## src/rtl/vk_reset_seq.sv

```systemverilog
`default_nettype none
// ============================================================================
// Module  : vk_reset_seq
// Brief   : Reset release sequencer: synchronizes areset_i, holds the datapath
//           in reset for HOLD_CYCLES clocks, optionally sweeps the search RAM
//           with zero writes (enable with macro VK_RESET_SEQ_CLEAR_EN), then
//           raises sreset_o/ready_o. soft_rst_i in DONE re-runs the sequence.
// Revision: 1.0 - initial release
// ============================================================================
module vk_reset_seq #(
    parameter int HOLD_CYCLES = 16,
    parameter int ADDR_W      = 10
) (
    input  logic              clk_i,
    input  logic              areset_i,
    input  logic              soft_rst_i,
    input  logic              clr_rdy_i,
    output logic              sreset_o,
    output logic              ready_o,
    output logic              clr_we_o,
    output logic [ADDR_W-1:0] clr_addr_o
);

    localparam int                 c_CNT_W     = $clog2(HOLD_CYCLES + 1);
    localparam logic [c_CNT_W-1:0] c_HOLD_LAST = c_CNT_W'(HOLD_CYCLES - 1);

    localparam logic [1:0] c_ST_HOLD  = 2'd0;
    localparam logic [1:0] c_ST_CLEAR = 2'd1;
    localparam logic [1:0] c_ST_DONE  = 2'd2;

`ifdef VK_RESET_SEQ_CLEAR_EN
    localparam logic [ADDR_W-1:0] c_ADDR_LAST = {ADDR_W{1'b1}};
`else
    logic w_unused_rdy;
    assign w_unused_rdy = clr_rdy_i;
`endif

    logic               r_sync;
    logic               r_sync_del;
    logic [1:0]         r_state;
    logic [c_CNT_W-1:0] r_cnt;
    logic [ADDR_W-1:0]  r_addr;
    logic               r_we;
    logic               r_sreset;
    logic               r_ready;

    logic [1:0]         w_state_nxt;
    logic [c_CNT_W-1:0] w_cnt_nxt;
    logic [ADDR_W-1:0]  w_addr_nxt;
    logic               w_we_nxt;

    always_ff @(posedge clk_i or negedge areset_i) begin
        if (!areset_i) begin
            r_sync     <= 1'b0;
            r_sync_del <= 1'b0;
        end else begin
            r_sync     <= 1'b1;
            r_sync_del <= r_sync;
        end
    end

    always_comb begin
        w_state_nxt = r_state;
        w_cnt_nxt   = r_cnt;
        w_addr_nxt  = r_addr;
        w_we_nxt    = r_we;
        case (r_state)
            c_ST_HOLD: begin
                // Hold only advances once the synchronized release is seen
                if (r_sync_del) begin
                    if (r_cnt == c_HOLD_LAST) begin
                        w_cnt_nxt = '0;
`ifdef VK_RESET_SEQ_CLEAR_EN
                        w_state_nxt = c_ST_CLEAR;
                        w_we_nxt    = 1'b1;
                        w_addr_nxt  = '0;
`else
                        w_state_nxt = c_ST_DONE;
`endif
                    end else begin
                        w_cnt_nxt = r_cnt + 1'b1;
                    end
                end
            end
            c_ST_CLEAR: begin
`ifdef VK_RESET_SEQ_CLEAR_EN
                // Last accepted word ends the sweep; address stays, no wrap
                if (r_we && clr_rdy_i) begin
                    if (r_addr == c_ADDR_LAST) begin
                        w_state_nxt = c_ST_DONE;
                        w_we_nxt    = 1'b0;
                    end else begin
                        w_addr_nxt = r_addr + 1'b1;
                    end
                end
`else
                w_state_nxt = c_ST_DONE;
                w_we_nxt    = 1'b0;
`endif
            end
            c_ST_DONE: begin
                if (soft_rst_i) begin
                    w_state_nxt = c_ST_HOLD;
                    w_cnt_nxt   = '0;
                    w_addr_nxt  = '0;
                    w_we_nxt    = 1'b0;
                end
            end
            default: begin
                w_state_nxt = c_ST_HOLD;
                w_cnt_nxt   = '0;
                w_addr_nxt  = '0;
                w_we_nxt    = 1'b0;
            end
        endcase
    end

    // Outputs are registered from the next state so they track DONE exactly
    always_ff @(posedge clk_i or negedge areset_i) begin
        if (!areset_i) begin
            r_state  <= c_ST_HOLD;
            r_cnt    <= '0;
            r_addr   <= '0;
            r_we     <= 1'b0;
            r_sreset <= 1'b0;
            r_ready  <= 1'b0;
        end else begin
            r_state  <= w_state_nxt;
            r_cnt    <= w_cnt_nxt;
            r_addr   <= w_addr_nxt;
            r_we     <= w_we_nxt;
            r_sreset <= (w_state_nxt == c_ST_DONE);
            r_ready  <= (w_state_nxt == c_ST_DONE);
        end
    end

    assign sreset_o   = r_sreset;
    assign ready_o    = r_ready;
    assign clr_we_o   = r_we;
    assign clr_addr_o = r_addr;

endmodule
`default_nettype wire

```

## config.mk

```make
export PLATFORM = sky130hd
export DESIGN_NAME = vk_reset_seq
export DESIGN_NICKNAME = d
export VERILOG_FILES = /design/src/rtl/vk_reset_seq.sv
export SDC_FILE = /design/constraint.sdc
export NUM_CORES = 1
export LEC_CHECK = 0
export CAP_MARGIN = 0
export CORE_MARGIN = 1.5
export CORE_UTILIZATION = 35
export DETAILED_ROUTE_END_ITERATION = 8
export PLACE_DENSITY = 0.72
export SETUP_SLACK_MARGIN = 0.2
export SLEW_MARGIN = 5
export SYNTH_ARGS = -nofsm -noshare
export SYNTH_HDL_FRONTEND = slang
export SYNTH_SLANG_ARGS = --single-unit
export TNS_END_PERCENT = 10
```

## constraint.sdc

```tcl
create_clock -name clk_i -period 1.21 [get_ports clk_i]
set_input_delay 0.242 -clock clk_i [delete_from_list [all_inputs] [get_ports clk_i]]
set_output_delay 0.242 -clock clk_i [all_outputs]
set_load 0.005 [all_outputs]
```

==> flow_summary.ini, run 1 <==
[cts]
root_buffer = clkbuf_4
postCtsHoldBufs = 0
cts_tree = done
clk_path_buf_depth = 2
cts_inserted_buffers = 3
clkSlewWorstSetupHoldPaths_ns = 0.07
h-tree-depth = 1
cts_sinks = 10
clock_latency_ns = 0.27

[pwr]
p_total_uw = 916
power_leakage_uw = 0.000303
ir_drop_mv = 0.714
p_per_area_nw_per_um2 = 1460

[setup_path]
r2r_setup_slack_ns = -0.02
required_ns = 1.37
timing.rr.end = r_cnt[0]
cp_slowest_cell = dfrtp_1
worst-path-buf-inv = 0
crit_family = flip-flops
cp.arrival_ns = 1.38
path_class = flip-flop to flip-flop
crit_fanout = 4
r2r_cells = 4
path_cells = ha_4, and4b_1, nor2b_2, mux2_2
reg2reg_from = r_cnt[0]
start_kind = flip-flop
slowest_delay_ns = 0.40
critPathCaptureType = flip-flop

[placement]
dp_slack_ns = -0.148
io_buffers = 4
post_dp_cell_area_um2 = 577
routabilityCongestion = 0.735

[die]
coreArea_um2 = 1330
rows = 13
die_h_um = 41.3
dieWidth_um = 41.3
ios = 17
start_util_pct = 38.6
die-area_um2 = 1710

[yosys]
syn-cell-area_um2 = 514
synth_top_area_share_pct = 48.7
synth.distinct_cells = 20
synth-seq-cells = 10
yosysWarnings = 0
yosys-top-cells-area = dfrtp_1 (49%), buf_4 (18%), a22o_1 (3.4%)
syn_avg_cell_area_um2 = 11.2
yosysSeqAreaShare_pct = 48.7
postSynthCellCount = 46
synth_top_area_cell = dfrtp_1

[drt]
wl_um = 738
dr.pass1.iters = 4
drtAntennaViolNets = 0
drc = 0
num_vias = 337
drt_iter0_drc = 9
vias_per_cell = 4.49
wl_per_cell_um = 9.84

[global_routing]
grt_pass1_vias = 276
antenna_found_initial = 0
overflow = 0
grt_max_degree = 11
grt_usage_pct = 11.2
grt_pass1_wl_mm = 1.18

[final_layout]
layout_common_cells = conb_1 (13), dfrtp_1 (10), buf_4 (7), nor2_1 (3), clkbuf_4 (3)
fillerInstances = 134
area_delta_synth_final_pct = 21.7
final_common_cell = conb_1
fin_nets = 66
finish.instance_area_um2 = 626
diodes = 0
drive_above_1_share_pct = 31.7

[hold_path]
hold_class = primary input to asynchronous set/reset pin

[sta]
max_freq_mhz = 816
period_needed_ns = 1.23
hold_viol = 0
final-setup-viol-count = 1
grt_setup_unrepaired = yes
setup_slack_ns = -0.0152
period_share_pct = 101
slew_viol_final = 0
clock_skew_ns = 0.00635

[job]
cap_violations = 0

[outcome]
failed_checks = setup timing
status = finished with violations
[worst register-to-register path, stage by stage (launching register included)]
cell and delay [ns]:
dfrtp_1 0.40, ha_4 0.16, and4b_1 0.23, nor2b_2 0.07, mux2_2 0.25
[stage by stage]
step | std cells | TNS, ns | util (%) | hold WS, ns
after global placement | 70 | -0.606 | 43.2 | 0.333
after detailed placement | 70 | -0.514 | 43.2 | 0.343
after floorplan | 57 | 0 | - | -0.0536
after CTS | 75 | -0.0371 | 45.8 | 0.285
after global routing | 75 | -0.130 | 46.9 | 0.316
final | 75 | -0.0152 | 46.9 | 0.280
[Yosys cell counts, drive strengths merged]
library cell / count
buf: 12
dfrtp: 10
nor2: 3
a22o: 2
conb: 2
nand3b: 2
o21a: 2
a211oi: 1
a311oi: 1
a31oi: 1
and4b: 1
and4bb: 1
ha: 1
inv: 1
mux2: 1
nand3: 1
nor2b: 1
nor3b: 1
o21ai: 1
xnor2: 1
[metal layers]
layer  vias up  track usage, %  wire length (µm)
met1       153            13.4               339
met2        17            16.4               320
li1        165               -                 -
met3         2            1.60                56
met4         0            12.1                22
met5         -               0                 0
[cells by family (layout without fill, tap and decap cells)]
kind of cell,Yosys count,in the layout,synth area share (%)
buf+inv,13,16,18.2
flops,10,10,48.7
simple gates,10,10,13.6
compound gates,8,8,11.7
other cells,2,13,1.46
fa+ha+maj,1,1,2.43
xor+xnor,1,1,1.70
mux,1,1,2.19
[final cells by class]
type	count	area, µm²	share of cell area, %
Sequential cell	10	250	40.0
Clock buffer	4	36.3	5.80
Tap cell	15	18.8	3.00
Multi-Input combinational cell	34	234	37.4
Inverter	1	3.75	0.600
Timing Repair Buffer	11	82.6	13.2
[state kept, by name, summed over array words and instances (netlist names)]
| register | cells |
|---|---|
| r_sync_del | 1 |
| r_state | 2 |
| r_sync | 1 |
| ready_o | 1 |
| r_cnt | 5 |
[where the power goes]
| group | internal, µW | switching (µW) |
|---|---|---|
| clock network | 183 | 118 |
| registers | 374 | 38.2 |
| logic | 121 | 81.6 |
| total | 678 | 238 |
[worst max-delay path by stage]
| stage | start | endpoint | slack [ns] | cells past startpoint |
|---|---|---|---|---|
| 2_1_floorplan | r_cnt[0] | r_cnt[0] | 0.02 | 4 |
| 6_report | r_cnt[0] | r_cnt[0] | -0.02 | 4 |
| 5_1_grt | r_cnt[0] | r_cnt[0] | -0.06 | 4 |
| 4_1_cts | r_cnt[1] | r_cnt[0] | -0.04 | 4 |
| 3_3_place_gp | soft_rst_i | r_cnt[0] | -0.17 | 4 |
| 3_5_place_dp | soft_rst_i | r_cnt[0] | -0.15 | 4 |
[timing repair]
action | in CTS | in global routing
pin swaps | 5 | 1
gates resized for setup | 9 | 2
setup endpoints to repair | 9 | 9
cloned | 0 | 0
setup buffers | 1 | 0
(Power assumes the default switching activity.)
==> run 2, diff against run 1 <==
--- a/config.mk
+++ b/config.mk
@@ -8,6 +8,7 @@
 export CAP_MARGIN = 0
 export CORE_MARGIN = 1.5
 export CORE_UTILIZATION = 35
+export CTS_CLUSTER_SIZE = 25
 export DETAILED_ROUTE_END_ITERATION = 8
 export PLACE_DENSITY = 0.72
 export SETUP_SLACK_MARGIN = 0.2
==> results of run 2 <==
Same layout as run 1: the final DEF is identical, and so are final timing and power.
==> RTL edit (config.mk and constraints of run 1) <==
Set the parameter `ADDR_W` to 11 (it was 10).
--- a/src/rtl/vk_reset_seq.sv
+++ b/src/rtl/vk_reset_seq.sv
@@ -9,7 +9,7 @@
 // ============================================================================
 module vk_reset_seq #(
     parameter int HOLD_CYCLES = 16,
-    parameter int ADDR_W      = 10
+    parameter int ADDR_W      = 11
 ) (
     input  logic              clk_i,
     input  logic              areset_i,
Interface: changed (resized clr_addr_o); port bits go from 17 to 18. The function was not compared with the original's and may differ.
==> RTL edit against run 1 <==
The run still ends with setup timing left; routed wire length rose by 5.0%; count of clock-buffer cells in the layout stayed put; sequential share of layout area is 0.86 points lower; setup slack gained 0.0089 ns; area after synthesis up 1.5%; combinational power is 6% higher; fmax rose by 0.73%; total power decreased by 0.40%; critical path depth unchanged; worst hold slack improved by 0.0051 ns; sequential cell count unchanged; design area increased by 2.2%.
==> RTL edit: results (changes against run 1) <==
- Dpl ws: -0.178 ns (-0.0297 ns)
- Adder-cell share of the synthesized area: 2.40% (-0.035 points)
- Worst-path fanout max: 4 (unchanged)
- HPWL Detailed: 600 microns
- Gp weighted congestion: 0.736 (+0.11%)
- XOR/XNOR Fraction of Synth Area: 1.68% (-0.025 points)
- Status: finished with violations
- Placed cell count: 73 (+4.3%)
- Largest net degree at the start of global routing: 11 (unchanged)
- Drt initial violations: 2 (-7)
- Post-synth cell types: 20 (unchanged)
- Share of layout cells above drive strength 1: 31.7% (+0.079 points)
- Fill count: 132 (-1.5%)
- Failing checks: setup timing
- Top post-synthesis cells by area: dfrtp_1, buf_4, a22o_1
- CTS H-tree lvls: 1 (unchanged)
- Finished Layout Cells: 78 (+4.0%)
- Final wirelength: 775 microns (+5.0%)
- Clock buffer depth: 2 (unchanged)
- CTS Buf Count: 3 (unchanged)
- Final WS setup: -0.00638 ns (+0.00886 ns)
- Global router's overall resource usage: 10.7% (-0.57 points)
- Sequential fraction of the synthesis area: 48.0% (-0.70 points)
- Layout Skew: 0.00495 ns (-0.00141 ns)
- Synth Area per Inst: 11.1 sq um (-0.70%)
- Maximum VDD drop: 0.693 mV (-2.9%)
- Global-route wire length before repair: 1.39 mm (+18%)
- Synth cell count leaders: buf_4, dfrtp_1, nor2_1
- Top FF cell, synth: dfrtp_1
- DP Area: 596 sq um (+3.3%)
- Vias in the first global route: 344 (+25%)
- Hold Path Class: in -> async
- # setup viols final: 1 (unchanged)
- Static leakage: 0.314 nW (+3.9%)
- Pre-antenna DRT Iters: 2 (-2)
- Synth Area in Compound Gates: 11.5% (-0.17 points)
- Post-synthesis mux area share: 2.16% (-0.032 points)
- Clock slew at reported path FFs: 0.07 ns (about the same)
- Final nets: 69 (+4.5%)
- Via density: 4.54 (+1.0%)
[RTL edit: final timing paths]
kind	start	end	slack [ns]	cells after the start
worst max-delay path	r_cnt[1]	r_cnt[0]	-0.006	4
worst min-delay path	areset_i	r_cnt[0]	0.29	1
worst max register to register	r_cnt[1]	r_cnt[0]	-0.006	4
worst min register to register	r_sync	r_sync_del	0.36	0
max in group asynchronous	areset_i	r_state[1]	0.62	1
min in group clk_i	r_sync	r_sync_del	0.36	0
[RTL edit: what timing repair did]
action	CTS	global route
setup buffers	0	1
gates cloned	0	0
hold endpoints to repair	0	0
setup endpoints to repair	9	9
resized for setup	10	0
pin swaps	3	2
[RTL edit: final cells by class]
type,count,share of cell area (%)
inverters,1,0.587
clock buffers,4,5.68
repair buffers,13,15.3
multi-input cells,35,36.4
well taps,15,2.94
flip-flops and latches,10,39.1
[RTL edit: layer usage]
metal	GRT usage (%)	vias to the layer above	share of wire, %
li1	-	168	-
met1	11.0	169	43
met2	18.1	15	50
met3	4.35	2	6.5
met4	5.81	0	0.77
met5	0	-	0
[RTL edit: logic make-up after synthesis]
group	after synthesis
AOI/OAI and AO/OA	8
xor gates and xnor gates	1
adders and majority gates	1
buffers and inverters	14
DFF	10
muxes	1
other	2
and+or+nand+nor	10
[RTL edit: stage by stage]
step / total power, mW / utilization [%] / setup TNS (ns)
6_report: 0.912 / 47.4 / -0.00638
3_5_place_dp: 0.623 / 44.1 / -0.624
3_3_place_gp: 0.614 / 44.1 / -0.608
5_1_grt: 0.975 / 47.4 / -0.183
4_1_cts: 0.920 / 46.8 / -0.0241
2_1_floorplan: 0.539 / - / 0
[RTL edit: where the power goes]
group	switching, mW	internal [mW]	total (mW)
Clock	0.109	0.182	0.291
Combinational	0.0922	0.123	0.215
Sequential	0.0311	0.374	0.406
